`src/rtl/ring_counter.sv`:
```
// ring_counter
//   Parametrised ring / Johnson counter with parallel load, selectable
//   rotation mode and a programmable step prescaler. It drives one-hot or
//   thermometer select patterns into downstream sequencing logic.
//
// Parameters
//   WIDTH     counter width (minimum 2)
//   RESET_VAL value of count after reset
//   DIV_W     prescaler width
//
// Ports
//   clk    in   rising-edge clock
//   reset  in   asynchronous active-high reset
//   load   in   synchronous parallel load of data (beats any step)
//   data   in   load value, WIDTH bits
//   mod    in   00 hold, 01 rotate left, 10 rotate right, 11 Johnson
//   en     in   prescaler / step enable
//   div    in   step period minus one
//   count  out  counter value (registered)
//   step   out  one-cycle pulse when a newly stepped count first appears
//   wrap   out  one-cycle pulse, with step, when a full period completes
module ring_counter #(
  parameter int               WIDTH     = 4,
  parameter logic [WIDTH-1:0] RESET_VAL = {{(WIDTH-1){1'b0}}, 1'b1},
  parameter int               DIV_W     = 8
) (
  input  logic             clk,
  input  logic             reset,
  input  logic             load,
  input  logic [WIDTH-1:0] data,
  input  logic [1:0]       mod,
  input  logic             en,
  input  logic [DIV_W-1:0] div,
  output logic [WIDTH-1:0] count,
  output logic             step,
  output logic             wrap
);

  // Wide enough to hold the Johnson period value 2*WIDTH itself.
  localparam int POS_W = $clog2(2 * WIDTH + 1);
  localparam logic [POS_W-1:0] PER_ROT = POS_W'(WIDTH);
  localparam logic [POS_W-1:0] PER_JOH = POS_W'(2 * WIDTH);

  logic [DIV_W-1:0] presc_r;
  logic [POS_W-1:0] pos_r;
  logic [1:0]       last_mod_r;

  logic             active_s;
  logic             tick_s;
  logic             change_s;
  logic [POS_W-1:0] period_s;
  logic [POS_W-1:0] base_s;
  logic [POS_W-1:0] pos_inc_s;
  logic             wrap_s;

  // Next counter pattern for the selected mode.
  function automatic logic [WIDTH-1:0] next_count(input logic [WIDTH-1:0] c,
                                                  input logic [1:0]       m);
    logic [WIDTH-1:0] n;
    case (m)
      2'b01:   n = {c[WIDTH-2:0], c[WIDTH-1]};
      2'b10:   n = {c[0], c[WIDTH-1:1]};
      2'b11:   n = {c[WIDTH-2:0], ~c[WIDTH-1]};
      default: n = c;
    endcase
    return n;
  endfunction

  // Tick, mode-change and period-completion decode.
  always_comb begin
    active_s  = (mod != 2'b00);
    tick_s    = en && active_s && (presc_r >= div);
    // last_mod remembers the last active mode, so passing through hold
    // (00) never looks like a mode change; the very first activation out
    // of reset (last_mod = 00) does not either, and pos is 0 there anyway.
    change_s  = en && active_s && (last_mod_r != 2'b00) && (mod != last_mod_r);
    period_s  = (mod == 2'b11) ? PER_JOH : PER_ROT;
    // A step in a mode-change cycle is step 1 of the new origin.
    base_s    = change_s ? {POS_W{1'b0}} : pos_r;
    pos_inc_s = base_s + POS_W'(1);
    wrap_s    = !change_s && (pos_inc_s >= period_s);
  end

  // Counter, prescaler, position and pulse registers.
  always_ff @(posedge clk or posedge reset) begin
    if (reset) begin
      count      <= RESET_VAL;
      step       <= 1'b0;
      wrap       <= 1'b0;
      presc_r    <= {DIV_W{1'b0}};
      pos_r      <= {POS_W{1'b0}};
      last_mod_r <= 2'b00;
    end else begin
      if (en && active_s) begin
        last_mod_r <= mod;
      end else begin
        last_mod_r <= last_mod_r;
      end

      if (load) begin
        // A tick coinciding with load is discarded.
        count   <= data;
        presc_r <= {DIV_W{1'b0}};
        pos_r   <= {POS_W{1'b0}};
        step    <= 1'b0;
        wrap    <= 1'b0;
      end else if (tick_s) begin
        count   <= next_count(count, mod);
        presc_r <= {DIV_W{1'b0}};
        pos_r   <= wrap_s ? {POS_W{1'b0}} : pos_inc_s;
        step    <= 1'b1;
        wrap    <= wrap_s;
      end else begin
        count   <= count;
        step    <= 1'b0;
        wrap    <= 1'b0;
        if (en && active_s) begin
          presc_r <= presc_r + DIV_W'(1);
        end else begin
          presc_r <= presc_r;
        end
        if (change_s) begin
          pos_r <= {POS_W{1'b0}};
        end else begin
          pos_r <= pos_r;
        end
      end
    end
  end

endmodule

```
`config.mk`:
```
export PLATFORM = sky130hd
export DESIGN_NAME = ring_counter
export DESIGN_NICKNAME = d
export VERILOG_FILES = /design/src/rtl/ring_counter.sv
export SDC_FILE = /design/constraint.sdc
export NUM_CORES = 1
export LEC_CHECK = 0
export BUFFER_PORTS_ARGS = -buffer_cell sky130_fd_sc_hd__buf_2
export CORE_MARGIN = 4
export CORE_UTILIZATION = 55
export DETAILED_ROUTE_END_ITERATION = 16
export GPL_TIMING_DRIVEN = 0
export MAX_ROUTING_LAYER = met4
export PLACE_DENSITY_LB_ADDON = 0.12
export SLEW_MARGIN = 10
export SYNTH_ARGS = -nofsm -noshare
export SYNTH_HDL_FRONTEND = slang
export SYNTH_SLANG_ARGS = --single-unit
```
`constraint.sdc`:
```
create_clock -name clk -period 4.1 [get_ports clk]
set_clock_uncertainty 0.05 [all_clocks]
set_input_delay 0.615 -clock clk [delete_from_list [all_inputs] [get_ports clk]]
set_output_delay 0.615 -clock clk [all_outputs]
set_load 0.005 [all_outputs]
```
==> out/qor.yml <==
yosys:
  syn_nets: 189
  synthMuxAreaShare_pct: 0.671
  synthTopCellsByArea: "dfrtp_1, ha_1, nand2_1"
  synth_edf_count: 0
  synth_top_area_cell: "dfrtp_1"
  synth_compound_area_share_pct: 27.1
  avgSynthCellArea_um2: 9.44
  synthSimpleGateAreaFrac_pct: 19.4
  async_flop_share_pct: 100
  syn-cell-area_mm2: 0.00149
  synth_cells: 158
  synth-seq-cells: 20
  yosysUniqueCellTypes: 43
  synthAdderAreaFrac_pct: 10.9
  synth-xor-area-share_pct: 2.94
  synth_flop_cell: "dfrtp_1"
  yosysWarnings: 0
  yosysTopAreaCellShare_pct: 31.9
  synth_top_family_by_area: "compound AO/OA/AOI/OAI gates"
  ys_seq_area_share_pct: 33.6
global_routing:
  grt_max_degree: 21
  grt_pass1_vias: 1302
  grt_pass1_wl_um: 5850
  grt_use_total_pct: 22.1
  antenna_found_initial: 0
  grt-ovfl-total: 0
sta:
  fin_crit_ns: 3.21
  hold_violations: 0
  setup-violations-final: 0
  drv_slew: 0
  max_freq_mhz: 311
  tightest_slew_ns: 0.766
  maxSlewHeadroom_pct: 48.9
  tns_ns: 0
  fin_crit_sh_pct: 78.4
  rsz0062_at_grt: "false"
placement:
  dp_hpwl_um: 2550
  globalplace.congestion: 0.807
  io_buffers: 21
routing:
  wl_um: 3420
  viasPerCell: 6.08
  drc: 0
  drt-initial-drc-count: 48
  vias: 1295
  ant_nets: 0
  firstDrtPassIters: 4
  wire_per_inst_um: 16.1
worst_setup_path:
  rrSetupSlack_ns: 0.97
  crit_start: "mod[0]"
  crit_path_max_fanout: 8
  r2r-start: "last_mod_r[0]"
  cp_data_required_time_ns: 4.26
  cp-end-kind: "flip-flop"
  crit_type: "in2reg"
  start_kind: "input pin"
  cp-endpoint: "pos_r[2]"
  timing.rr.end: "pos_r[2]"
  r2r_cells: 11
  arrival_ns: 3.37
die:
  die_area_mm2: 0.00361
  start_util_pct: 59.1
  die_h_um: 60.1
  die_width_um: 60.1
  num_rows: 18
  fp.coreArea_mm2: 0.00252
  pin_count: 24
final_layout:
  final_cell_mix: "buf_2, dfrtp_1, nand2_1"
  final_layout_size_suffix_gt1_share_pct: 20.8
  diodes: 0
  final_common_cell: "buf_2"
  area_growth_pct: 12.0
  fill_cells: 219
  fin_util_pct: 66.2
  fin_nets: 215
power:
  ir_drop_v: 0.000258
  powerDensity_mw_per_mm2: 248
  cellLeakagePower_nw: 0.839
clock_network:
  cts_buffers: 3
  cts_tree: "built"
  clkLatencyLatePin_ns: 0.31
  cts-root-buf: "clkbuf_4"
  htreeDepth: 1
  hold_buffers: 0
  cts.clk_slew.worst_paths_ns: 0.12
  post_cts_buffers: 0
  post_cts_resized: 0
  cts.sinks: 20
  clk_path_buf_depth: 2
outcome:
  outcome: "complete, no violations"
flow_run:
  maxCapViolCount: 0
worst_hold_path:
  hold_class: "in2async"
sequential cells by signal, indices dropped and copies added, names as in the netlist:
signal and count:
count 4, last_mod_r 2, pos_r 4, presc_r 8, step 1, wrap 1
logic make-up (layout without fill, tap and decap cells):
logic type                 count (synthesis)  count (layout)
and+or+nand+nor                           54              54
AOI/OAI and AO/OA                         47              47
DFF                                       20              20
buffers and inverters                     18              43
adders and majority gates                 13              13
xor gates and xnor gates                   5               5
muxes                                      1               1
area by class of cell:
cell class,count,area (um^2),share of cell area (%)
Multi-Input combinational cell,120,910,54.5
Sequential cell,20,502,30.0
Timing Repair Buffer,21,105,6.29
Buffer,8,42.5,2.55
Inverter,10,37.5,2.25
Tap cell,30,37.5,2.25
Clock buffer,4,36.3,2.17
per-stage QoR:
| step | power (mW) | setup WS, ns | area, um^2 | hold slack, ns | std cells |
|---|---|---|---|---|---|
| 3_3_place_gp | 0.293 | 0.777 | 1630 | 0.410 | 209 |
| 5_1_grt | 0.434 | 0.697 | 1670 | 0.427 | 213 |
| 4_1_cts | 0.414 | 0.962 | 1670 | 0.399 | 213 |
| 2_1_floorplan | 0.270 | 1.21 | 1490 | 0.395 | 158 |
| 3_5_place_dp | 0.297 | 0.662 | 1630 | 0.420 | 209 |
| 6_report | 0.414 | 0.887 | 1670 | 0.371 | 213 |
report_power, final:
part | switching [mW] | internal [mW]
sequential | 0.00688 | 0.205
combinational | 0.0488 | 0.0335
clock | 0.0654 | 0.0542
routing by layer:
metal  part of all wire (%)  global-route usage, %
met1                     44                   28.0
met2                     49                   35.8
met5                      0                      -
met4                   0.29                   4.43
met3                    6.8                   5.62
Yosys cell counts (2+ instances only):
master     number
clkbuf_1        5
nand4_1         4
ha_1           13
o311ai_1        2
nor2_1          4
dfrtp_1        19
nor3_1          2
o31ai_1         2
nand2b_1        2
a22o_1          4
nand2_1        18
inv_1          10
xor2_1          5
o21ai_1         5
and3_1          5
a2111oi_1       3
o31ai_2         5
a21o_1          2
o21a_1          2
nand3_1         4
nor2b_1        10
a21oi_1        11
worst min path at each step:
stage	startpoint	endpoint	slack (ns)	cells after the start
after floorplan	last_mod_r[0]	last_mod_r[0]	0.39	2
after global placement	last_mod_r[1]	last_mod_r[1]	0.41	2
after detailed placement	last_mod_r[1]	last_mod_r[1]	0.42	2
after CTS	reset	presc_r[6]	0.40	2
after global routing	reset	presc_r[0]	0.43	2
final	reset	presc_r[0]	0.37	2
worst max-delay path: stages:
cell	delay, ns
buf_2	0.16
nand2_1	0.08
xor2_1	0.40
a21boi_0	0.27
ha_1	0.32
xor2_1	0.18
ha_1	0.29
a21bo_1	0.20
a21o_1	0.21
a2111oi_0	0.41
a41oi_1	0.09
o311ai_1	0.14
(Power assumes the default switching activity.)
